**config.mk**
```make
export PLATFORM = sky130hd
export DESIGN_NAME = alu_exec_unit
export DESIGN_NICKNAME = d
export VERILOG_FILES = /design/src/rtl/alu_exec_unit.sv
export SDC_FILE = /design/constraint.sdc
export NUM_CORES = 1
export LEC_CHECK = 0
export CORE_MARGIN = 3
export CORE_UTILIZATION = 45
export DETAILED_ROUTE_END_ITERATION = 8
export HOLD_SLACK_MARGIN = 0.08
export PLACE_DENSITY = 0.72
export SYNTH_ARGS = -nofsm -noshare
export SYNTH_HDL_FRONTEND = slang
export SYNTH_SLANG_ARGS = --single-unit
```
**constraint.sdc**
```tcl
create_clock -name clk -period 5.13 [get_ports clk]
set_clock_uncertainty 0.1 [all_clocks]
set_input_delay 0.513 -clock clk [delete_from_list [all_inputs] [get_ports clk]]
set_output_delay 0.513 -clock clk [all_outputs]
set_load 0.1 [all_outputs]
```
**src/rtl/alu_exec_unit.sv**
```systemverilog
// rtl/alu_exec_unit.sv - execute-stage ALU with single-cycle ops and iterative shifter
module alu_exec_unit #(
  parameter int XLEN       = 32,
  parameter int SHIFT_STEP = 1
) (
  input  logic            clk,
  input  logic            rst_n,
  input  logic            in_valid,
  output logic            in_ready,
  input  logic [3:0]      alu_ctrl,
  input  logic [XLEN-1:0] op_a,
  input  logic [XLEN-1:0] op_b,
  input  logic [4:0]      rd_in,
  output logic            out_valid,
  input  logic            out_ready,
  output logic [XLEN-1:0] result,
  output logic            zero,
  output logic [4:0]      rd_out,
  output logic            busy
);

  // Shift amount width, plus one spare bit so SHIFT_STEP == XLEN still fits.
  localparam int SW = $clog2(XLEN);
  localparam int RW = SW + 1;
  localparam logic [RW-1:0] STEP_C = RW'(SHIFT_STEP);

  localparam logic [3:0] OP_ADD  = 4'b0000;
  localparam logic [3:0] OP_SUB  = 4'b0001;
  localparam logic [3:0] OP_AND  = 4'b0010;
  localparam logic [3:0] OP_OR   = 4'b0011;
  localparam logic [3:0] OP_XOR  = 4'b0100;
  localparam logic [3:0] OP_SLL  = 4'b0101;
  localparam logic [3:0] OP_SRL  = 4'b0110;
  localparam logic [3:0] OP_SRA  = 4'b0111;
  localparam logic [3:0] OP_SLT  = 4'b1000;
  localparam logic [3:0] OP_SLTU = 4'b1001;

  typedef enum logic {
    S_IDLE  = 1'b0,
    S_SHIFT = 1'b1
  } state_t;

  typedef enum logic [1:0] {
    SH_LL = 2'd0,
    SH_RL = 2'd1,
    SH_RA = 2'd2
  } shkind_t;

  state_t          state_q;
  shkind_t         kind_q;
  shkind_t         kind_d;
  logic [XLEN-1:0] work_q;
  logic [XLEN-1:0] work_d;
  logic [RW-1:0]   rem_q;
  logic [RW-1:0]   rem_d;
  logic [RW-1:0]   step_d;
  logic [4:0]      rd_q;
  logic            out_valid_q;
  logic [XLEN-1:0] result_q;
  logic            zero_q;
  logic [4:0]      rd_out_q;

  logic            accept;
  logic            is_shift_op;
  logic [RW-1:0]   shamt_in;
  logic            start_shift;
  logic            shift_done;
  logic [XLEN-1:0] alu_res_d;

  // Handshake: a new request is taken only when idle and the output slot is free or draining now.
  assign in_ready    = (state_q == S_IDLE) && (!out_valid_q || out_ready);
  assign accept      = in_valid && in_ready;
  assign is_shift_op = (alu_ctrl == OP_SLL) || (alu_ctrl == OP_SRL) || (alu_ctrl == OP_SRA);
  assign shamt_in    = {1'b0, op_b[SW-1:0]};
  assign start_shift = accept && is_shift_op && (shamt_in != '0);
  assign shift_done  = (state_q == S_SHIFT) && (rem_d == '0);

  assign out_valid = out_valid_q;
  assign result    = result_q;
  assign zero      = zero_q;
  assign rd_out    = rd_out_q;
  assign busy      = (state_q == S_SHIFT);

  // Single-cycle ALU; a shift op only lands here with shamt 0, which passes op_a through.
  always_comb begin
    alu_res_d = op_a + op_b;
    case (alu_ctrl)
      OP_ADD:  alu_res_d = op_a + op_b;
      OP_SUB:  alu_res_d = op_a - op_b;
      OP_AND:  alu_res_d = op_a & op_b;
      OP_OR:   alu_res_d = op_a | op_b;
      OP_XOR:  alu_res_d = op_a ^ op_b;
      OP_SLL,
      OP_SRL,
      OP_SRA:  alu_res_d = op_a;
      OP_SLT:  alu_res_d = {{(XLEN-1){1'b0}}, ($signed(op_a) < $signed(op_b))};
      OP_SLTU: alu_res_d = {{(XLEN-1){1'b0}}, (op_a < op_b)};
      default: alu_res_d = op_a + op_b;
    endcase
  end

  // Decode the shift flavour to latch alongside the work register.
  always_comb begin
    kind_d = SH_LL;
    case (alu_ctrl)
      OP_SRL:  kind_d = SH_RL;
      OP_SRA:  kind_d = SH_RA;
      default: kind_d = SH_LL;
    endcase
  end

  // One shifter step: at most SHIFT_STEP bits; SRA keeps the original sign because the MSB never changes.
  always_comb begin
    step_d = (rem_q > STEP_C) ? STEP_C : rem_q;
    rem_d  = rem_q - step_d;
    case (kind_q)
      SH_RL:   work_d = work_q >> step_d;
      SH_RA:   work_d = $signed(work_q) >>> step_d;
      default: work_d = work_q << step_d;
    endcase
  end

  // Control FSM plus registered result slot; a result load on the drain edge overrides the clear.
  always_ff @(posedge clk or negedge rst_n) begin
    if (!rst_n) begin
      state_q     <= S_IDLE;
      kind_q      <= SH_LL;
      work_q      <= '0;
      rem_q       <= '0;
      rd_q        <= '0;
      out_valid_q <= 1'b0;
      result_q    <= '0;
      zero_q      <= 1'b0;
      rd_out_q    <= '0;
    end else begin
      if (out_valid_q && out_ready) begin
        out_valid_q <= 1'b0;
      end
      case (state_q)
        S_IDLE: begin
          if (start_shift) begin
            work_q  <= op_a;
            rem_q   <= shamt_in;
            kind_q  <= kind_d;
            rd_q    <= rd_in;
            state_q <= S_SHIFT;
          end else if (accept) begin
            result_q    <= alu_res_d;
            zero_q      <= (alu_res_d == '0);
            rd_out_q    <= rd_in;
            out_valid_q <= 1'b1;
          end
        end
        S_SHIFT: begin
          work_q <= work_d;
          rem_q  <= rem_d;
          if (shift_done) begin
            result_q    <= work_d;
            zero_q      <= (work_d == '0);
            rd_out_q    <= rd_q;
            out_valid_q <= 1'b1;
            state_q     <= S_IDLE;
          end
        end
        default: state_q <= S_IDLE;
      endcase
    end
  end

endmodule

```
# After elaboration in Yosys (flattened, before gate mapping)

Cells that the tools add are included.

Register bits: 85
Input bits: 77
Output and inout port bits: 41

Add/sub/neg operators: 3
Magnitude comparators: 3
Equality and inequality tests: 15
Shifts and indexed selects: 3
Mux-type cells: 28
Bitwise gates (word level): 4
Reduce and logical (&&, ||, !) cells: 17

Operator list:

| cell               | count |
|---|---|
| $pmux 32 s7        | 1 |
| $pmux 32 s2        | 3 |
| $mux 32            | 4 |
| $logic_not 32->1   | 2 |
| $lt 32x32->1       | 2 |
| $add 32x32->32     | 1 |
| $and 32x32->32     | 1 |
| $or 32x32->32      | 1 |
| $shl 32x6->32      | 1 |
| $shr 32x6->32      | 1 |
| $sshr 32x6->32     | 1 |
| $sub 32x32->32     | 1 |
| $xor 32x32->32     | 1 |
| $eq 4x3->1 const B | 4 |
| $mux 5             | 3 |
| $mux 6             | 2 |
| $pmux 6 s2         | 1 |
| $pmux 5 s2         | 1 |
| $mux 1             | 9 |
| $eq 4x2->1 const B | 2 |
| $eq 4x4->1 const B | 2 |
| $gt 6x1->1 const B | 1 |
| $logic_and 1x1->1  | 6 |
| $logic_not 6->1    | 1 |
| other kinds (15)   | 21 |

# Longest topological paths before layout

Gate-level depths: netlist of run 1.

Depth after elaboration: 8
Gate-level depth with buffers: 18

# Worst setup path before layout of run 1

OpenSTA, ideal clock, no wires.

Path type: register to register
From: reg out_valid_q, in the netlist out_valid
To: reg zero_q, in the netlist zero
Setup time: 0.092 ns
Arrival: 4.404 ns
Required time: 4.938 ns
Path slack: 0.534 ns
Cell stages (with the launch flop): 12
Cell sequence: dfrtp_1 nor2b_1 nor2_1 a21oi_1 a211oi_2 nand4_1 nor4_1 nand4_1 nor4_1 nand4b_1 or4b_1 o31ai_2

Word-level cells in the longest chain between the ends: 8
Elaborated cells between the ends (all ways): 9
Classes of those cells: eq/ne (2); reduce/logical (7)

Ends and longest elaborated chain:

| what                            | RTL line | RTL |
|---|---|---|
| from (decl)                     | 58       | `logic out_valid_q;` |
| from (signal assigned)          | 131      | `out_valid_q <= 1'b0;` |
| from (signal assigned)          | 137      | `out_valid_q <= 1'b0;` |
| from (signal assigned)          | 151      | `out_valid_q <= 1'b1;` |
| $logic_not 1->1 (*)             | 71       | `assign in_ready = (state_q == S_IDLE) && (!out_valid_q \|\| out_ready);` |
| $logic_or 1x1->1 (*)            | 71       |  |
| $logic_and 1x1->1 (*)           | 71       |  |
| net in_ready                    | 9        | `output logic in_ready,` |
| $logic_and 1x1->1 (*)           | 72       | `assign accept = in_valid && in_ready;` |
| $logic_and 1x1->1 (2 in series) | 75       | `assign start_shift = accept && is_shift_op && (shamt_in != '0);` |
| $ne 2x2->1 (no line)            | n/a      |  |
| $reduce_and 3->1 (no line) (*)  | n/a      |  |
| to (signal assigned)            | 149      | `zero_q <= (alu_res_d == '0);` |
| to (signal assigned)            | 159      | `zero_q <= (work_d == '0);` |
| to (decl)                       | 60       | `logic zero_q;` |

The timed path passes the listed nets; every way through them passes the cells marked *.
A chain may end at the register's enable or synchronous reset.

# Worst setup path after layout of run 1

From: in op_b[3]
To: reg zero_q, in the netlist zero

Word-level cells in the longest chain between the ends: 6
Elaborated cells between the ends (all ways): 16
Classes of those cells: add/sub (2); order compare (2); eq/ne (1); mux (4); bitwise (3); reduce/logical (4)

Ends and longest elaborated chain:

| what                                   | RTL line | RTL |
|---|---|---|
| from (decl)                            | 12       | `input logic [XLEN-1:0] op_b,` |
| $add 32x32->32 (tied with other cells) | 88, 98   |  |
| $pmux 32 s7                            | 87       | `case (alu_ctrl)` |
| $logic_not 32->1                       | 149      |  |
| $mux 1                                 | 147      | `end else if (accept) begin` |
| $mux 1                                 | 141      | `if (start_shift) begin` |
| $pmux 1 s2                             | 139      | `case (state_q)` |

Parallel ways exist; a longest one is shown, timed or not. The select of a mux whose other input is x is not followed.

==> impl_metrics.py, run 1 <==
metrics = {
    "logic_synthesis": {
        "post_synth_mux_area_share_pct": 2.69,
        "post_synth_most_frequent_cells": "168 x sky130_fd_sc_hd__nor2_1, 133 x sky130_fd_sc_hd__o21ai_0, 129 x sky130_fd_sc_hd__nand2_1",
        "synth_largest_type_area_fraction_pct": 20.7,
        "number_of_enable_type_register_cells_in_the_synthesized_netlist": 0,
        "async_reset_ff_share_pct": 100,
        "synth.largest_area_cell": "sky130_fd_sc_hd__dfrtp_1",
        "yosys_most_used_dff": "sky130_fd_sc_hd__dfrtp_1",
        "netlist_area_um2": 10300,
        "ys.warnings.count": 0,
        "synth.distinct_cells": 86,
        "synth_compound_gate_area_share_pct": 35.0,
        "post_synth_xor_area_fraction_pct": 0.511,
        "gate_count_post_synth": 1405,
        "syn_nets": 1584,
        "synth_top_family_by_area": "compound AO/OA/AOI/OAI gates",
        "synth_simple_gate_area_share_pct": 20.6,
        "yosys.cell_count.top_type": "sky130_fd_sc_hd__nor2_1",
        "flop_and_latch_count_out_of_synthesis": 85,
        "avgSynthCellArea_um2": 7.32,
        "synth_top_cells_by_area": "sky130_fd_sc_hd__dfrtp_1 21%, sky130_fd_sc_hd__ha_1 12%, sky130_fd_sc_hd__o21ai_0 6.5%",
        "synthAdderAreaFrac_pct": 12.6,
        "synth_seq_area_share_pct": 20.7,
    },
    "timing": {
        "maxSlewHeadroom_pct": 33.4,
        "maxClockFrequency_mhz": 207,
        "worstMarginPinSlew_ps": 995,
        "setup-tns-final_ps": 0,
        "final-setup-viol-count": 0,
        "drv_slew": 0,
        "rsz_0062_raised_after_global_routing": "false",
        "timing.final.crit_share_pct": 94.1,
        "min_period_ps": 4830,
        "finalHoldViolCount": 0,
    },
    "cts": {
        "cts_tree": "built",
        "htree_levels": 3,
        "clock_sinks": 85,
        "cts-root-buf": "sky130_fd_sc_hd__clkbuf_16",
        "ctsLongestPathBuffers": 2,
        "numCtsBuffers": 9,
        "clk_pin_slew_ps": 70,
        "clock_insertion_delay_at_the_later_pin_of_the_skew_report_ps": 350,
    },
    "global_routing": {
        "top_usage_layer": "met2",
        "met3_demand_to_capacity_share_in_global_routing_pct": 4.73,
        "met1_layer_usage_reported_by_global_route_pct": 42.0,
        "grt_pass1_wl_mm": 62.2,
        "grt_overflow": 0,
        "grt_max_degree": 58,
        "number_of_antenna_violations_at_the_first_check_in_global_routing": 0,
        "via_count_of_the_first_global_routing_pass": 11000,
        "global_route.usage.total_pct": 31.8,
        "met2_usage_pct": 50.7,
    },
    "critical_path": {
        "timing.setup.critical_path_class": "input port to flop",
        "critPathRequiredTime_ps": 5290,
        "critical_path.max_fanout": 9,
        "number_of_cells_traversed_by_the_worst_register_to_register_path": 16,
        "cp_data_arrival_time_ps": 4990,
        "start_kind": "input port",
        "endpoint_kind": "flop",
    },
    "floorplan": {
        "dieWidth_um": 157,
        "core_area_um2": 22200,
        "io_pins": 118,
        "die-height_um": 157,
        "core.rowCount": 54,
        "floorplan.initialDensity_pct": 46.4,
        "fp.dieArea_um2": 24700,
    },
    "layout": {
        "area_growth_syn_to_layout_pct": 23.1,
        "final_net_count": 1728,
        "final.fill_count": 2096,
        "post_route_cells_drive_above_1_share_pct": 11.6,
        "final_cells": 1835,
    },
    "drt": {
        "vias": 11900,
        "post_drt_wl_per_cell_um": 22.0,
        "detail-route-antenna-nets": 0,
        "drtPass1Iterations": 6,
        "wire_length_after_detailed_routing_mm": 40.3,
        "dr.first_iter.drc_count": 1387,
        "drc": 0,
        "detail_route.vias_per_cell": 6.47,
    },
    "hold_path": {
        "hold_path.class": "flop to flop",
        "timing.hold.worst_path_depth": 2,
    },
    "place": {
        "place.detailed.hpwl_mm": 30.8,
        "place_congestion": 1.01,
        "port_buffers": 117,
        "place_inst": 1817,
    },
    "power": {
        "power_leakage_nw": 5.61,
        "pwr_density_nw_per_um2": 504,
        "p_total_mw": 6.39,
        "worst_supply_voltage_drop_on_vdd_mv": 0.433,
    },
    "job": {
        "cap_violations": 0,
    },
    "run_status": {
        "outcome": "completed",
    },
}
per-layer routing:
metal / vias up / part of all wire [%] / wire length (um)
met5: - / 0 / 0
met4: 0 / 5.9 / 2370
met3: 134 / 9.1 / 3660
met2: 713 / 45 / 18200
met1: 5571 / 40 / 16100
li1: 5462 / - / -
flip-flops by register name (all words and copies together), names as in the netlist:
register	count
busy	1
work_q	32
rd_q	5
rem_q	6
out_valid	1
zero	1
rd_out	5
result	32
kind_q	2
metrics by stage:
stage	hold slack, ps	utilization (%)	setup WS (ps)	instance area, um2
after floorplan	117	-	534	10300
after global placement	355	55.7	115	12300
after detailed placement	354	55.7	45.1	12300
after CTS	374	57.1	375	12600
after global routing	405	57.1	76.7	12700
final	368	57.1	303	12700
cells in the final DEF, fill, tap and decap left out, drive strengths merged, types with 15 or more instances in the layout:
master and n:
dfrtp 85, a22oi 23, buf 119, o221ai 45, nand2 129, clkdlybuf4s50 116
inv 110, a211oi 20, nand4 15, ha 100, a221o 23, a21o 17
o21ai 135, nor2 169, nor3 22, o211ai 17, a31oi 15, a21oi 109
mux2i 22, nor4 16
what timing repair did:
| action | CTS | global route |
|---|---|---|
| buffers inserted | 0 | 0 |
| endpoints found under the hold margin | 28 | 0 |
| hold buffers | 1 | 0 |
| gates resized for setup | 0 | 1 |
| endpoints found under the setup margin | 0 | 1 |
critical path, cell delays in order:
cell and delay, ps:
sky130_fd_sc_hd__clkdlybuf4s50_1 550, sky130_fd_sc_hd__inv_1 90, sky130_fd_sc_hd__ha_1 290, sky130_fd_sc_hd__buf_4 170, sky130_fd_sc_hd__or4_1 620, sky130_fd_sc_hd__a21oi_1 350, sky130_fd_sc_hd__a31oi_1 210, sky130_fd_sc_hd__o31a_1 310
sky130_fd_sc_hd__a221o_1 300, sky130_fd_sc_hd__a21oi_1 210, sky130_fd_sc_hd__nand4_1 190, sky130_fd_sc_hd__nor4_1 330, sky130_fd_sc_hd__nand4b_1 140, sky130_fd_sc_hd__or4b_1 520, sky130_fd_sc_hd__o31ai_2 180
where the power goes:
part           leakage, nW  internal, mW  switching (mW)
logic                 4.41          1.36            3.07
clock network        0.150         0.380           0.287
registers             1.05          1.01           0.289
total                 5.61          2.74            3.64
kinds of logic after synthesis:
family          after synthesis
fa+ha+maj                   102
buf+inv                     212
compound gates              524
xor+xnor                      6
mux                          27
flops                        85
simple gates                449
worst paths after layout:
kind | from | end | slack (ps)
max | op_b[3] | zero | 300
min | result[14] | result[14] | 370
max reg2reg | rem_q[2] | zero | 600
min reg2reg | result[14] | result[14] | 370
max in group asynchronous | rst_n | busy | 3310
min in group asynchronous | rst_n | rem_q[3] | 530
area by class of cell:
| class | instances | area [um2] | area share (%) |
|---|---|---|---|
| clock inverters | 7 | 75.1 | 0.593 |
| multi-input cells | 1108 | 7390 | 58.4 |
| diodes | 1 | 2.50 | 0.0198 |
| repair buffers | 236 | 2080 | 16.4 |
| flip-flops and latches | 85 | 2130 | 16.8 |
| clock buffers | 9 | 225 | 1.78 |
| inverters | 109 | 409 | 3.23 |
| well taps | 280 | 350 | 2.77 |
No activity file was read; power rests on OpenSTA's default activity.
==> run 2: changes to the inputs <==
--- a/config.mk
+++ b/config.mk
@@ -6,10 +6,10 @@
 export NUM_CORES = 1
 export LEC_CHECK = 0
 export CORE_MARGIN = 3
-export CORE_UTILIZATION = 45
+export CORE_UTILIZATION = 50
 export DETAILED_ROUTE_END_ITERATION = 8
 export HOLD_SLACK_MARGIN = 0.08
-export PLACE_DENSITY = 0.72
+export PLACE_DENSITY = 0.78
 export SYNTH_ARGS = -nofsm -noshare
 export SYNTH_HDL_FRONTEND = slang
 export SYNTH_SLANG_ARGS = --single-unit
==> impl_metrics.py, run 2 (synthesis gave the netlist of run 1 again) <==
metrics = {
    "run_status": {
        "outcome": "completed",
    },
    "timing": {
        "final-setup-viol-count": 0,
        "timing.final.crit_share_pct": 95.1,
        "drv_slew": 0,
        "setup-tns-final_ps": 0,
        "maxClockFrequency_mhz": 205,
        "worstMarginPinSlew_ps": 1000,
        "min_period_ps": 4880,
        "finalHoldViolCount": 0,
        "maxSlewHeadroom_pct": 32.8,
        "rsz_0062_raised_after_global_routing": "false",
        "setup_ws_ps": 250,
        "holdWs_ps": 365,
    },
    "critical_path": {
        "largest_incremental_delay_on_the_critical_path_ps": 530,
        "start_kind": "input port",
        "cp_data_arrival_time_ps": 5030,
        "path_cells": "clkdlybuf4s50_1 > inv_1 > ha_1 > inv_1 > fa_1 > nor2b_1 > o21ai_0 > buf_4 > nand3_1 > a311o_1 > o22ai_1 > nor2_1 > nor4_1 > nand4_1 > nor4_1 > nand4b_1 > or4b_1 > o31ai_2",
        "critical_path.max_fanout": 4,
        "number_of_cells_traversed_by_the_worst_register_to_register_path": 15,
        "worst-path-stages": 18,
        "critical_path.reg2reg.endpoint": "zero",
        "timing.setup.critical_path_class": "input port to flop",
        "endpoint_kind": "flop",
        "cp_slowest_cell": "sky130_fd_sc_hd__clkdlybuf4s50_1",
        "worst_setup_path_endpoint": "zero",
        "worst_r2r_startpoint": "rem_q[2]",
        "cp_num_buf_inv": 4,
        "r2r_slack_ps": 520,
        "crit_path_leading_delay_family": "simple AND/OR/NAND/NOR gates",
        "critPathRequiredTime_ps": 5280,
        "worst_setup_path_startpoint": "op_a[0]",
    },
    "cts": {
        "clock_insertion_delay_at_the_later_pin_of_the_skew_report_ps": 350,
        "htree_levels": 3,
        "ctsLongestPathBuffers": 2,
        "clk_pin_slew_ps": 60,
        "clock_sinks": 85,
        "post-cts-setup-buffer-count": 0,
        "cts-root-buf": "sky130_fd_sc_hd__clkbuf_16",
        "numCtsBuffers": 9,
        "cts_tree": "built",
    },
    "floorplan": {
        "floorplan.initialDensity_pct": 51.8,
        "fp.dieArea_um2": 22300,
        "core_area_um2": 19800,
        "dieWidth_um": 149,
        "io_pins": 118,
        "core.rowCount": 51,
        "die-height_um": 149,
    },
    "layout": {
        "seqCellArea_um2": 2130,
        "commonest_cells_after_routing_fill_and_taps_aside": "166 x sky130_fd_sc_hd__nor2_1, 133 x sky130_fd_sc_hd__o21ai_0, 129 x sky130_fd_sc_hd__nand2_1, 119 x sky130_fd_sc_hd__buf_4, 116 x sky130_fd_sc_hd__clkdlybuf4s50_1",
        "antenna_cells": 0,
        "post_route_cells_drive_above_1_share_pct": 11.7,
        "final.fill_count": 1769,
        "final_common_cell": "sky130_fd_sc_hd__nor2_1",
        "multi_input_comb_area_um2": 7390,
        "final_net_count": 1730,
        "area_growth_syn_to_layout_pct": 23.1,
        "finish.instance_area_um2": 12700,
    },
    "power": {
        "worst_supply_voltage_drop_on_vdd_mv": 0.340,
        "power_leakage_nw": 5.62,
        "pwr_density_nw_per_um2": 508,
    },
    "place": {
        "port_buffers": 117,
        "place_congestion": 0.999,
        "dpl-instance-area_um2": 12300,
        "place.detailed.hpwl_mm": 30.7,
        "pre_cts_slack_ps": 7.17,
    },
    "drt": {
        "vias": 12100,
        "detail-route-antenna-nets": 0,
        "wire_length_after_detailed_routing_mm": 40.2,
        "dr.first_iter.drc_count": 1547,
        "post_drt_wl_per_cell_um": 22.1,
        "detail_route.vias_per_cell": 6.63,
        "drtPass1Iterations": 5,
        "drc": 0,
    },
    "hold_path": {
        "hold_path.class": "flop to flop",
        "timing.hold.worst_path_depth": 2,
        "holdCritStartpoint": "result[14]",
    },
    "global_routing": {
        "number_of_antenna_violations_at_the_first_check_in_global_routing": 0,
        "global_route.usage.total_pct": 34.7,
        "grt_pass1_wl_mm": 61.5,
        "grt_overflow": 0,
        "via_count_of_the_first_global_routing_pass": 11100,
        "grt_max_degree": 57,
    },
    "job": {
        "cap_violations": 0,
    },
}
[run 2: layout make-up]
class | instances | share of cell area (%)
well taps | 265 | 2.62
inverters | 109 | 3.23
repair buffers | 238 | 16.6
clock buffers | 9 | 1.78
multi-input cells | 1108 | 58.3
flip-flops and latches | 85 | 16.8
clock inverters | 7 | 0.642
[run 2: worst min-delay path by stage]
stage	end	slack, ps
after global routing	result[14]	400
after floorplan	busy	120
after global placement	result[20]	350
after detailed placement	rem_q[3]	360
after CTS	result[14]	370
final	result[14]	370
[run 2: where the power goes]
part	total, mW	internal [mW]	switching, mW
Clock	0.674	0.384	0.290
Sequential	1.30	1.01	0.298
Combinational	4.46	1.37	3.09
[run 2: repair_timing]
item | CTS | global route
resized for setup | 0 | 1
setup endpoints to repair | 0 | 1
hold endpoints to repair | 29 | 0
hold buffers | 1 | 0
[run 2: through the flow]
step	total power, mW	instances	utilization [%]
final	6.43	1821	63.8
after global routing	6.80	1821	63.8
after CTS	6.34	1821	63.8
after detailed placement	5.64	1804	62.2
after global placement	5.56	1804	62.2
after floorplan	4.38	1405	-
[run 2: worst min-delay path: cells and delay by family, from the launching register on]
kind             cells  cell delay [ps]
DFF                  1              340
and+or+nand+nor      2              100
[run 2: per-layer routing]
| metal | share of wire [%] | global-route usage [%] | vias up |
|---|---|---|---|
| met5 | 0 | 0 | - |
| met4 | 6.4 | 18.4 | 0 |
| li1 | - | - | 5488 |
| met1 | 40 | 45.1 | 5581 |
| met3 | 9.5 | 5.75 | 173 |
| met2 | 45 | 55.5 | 825 |
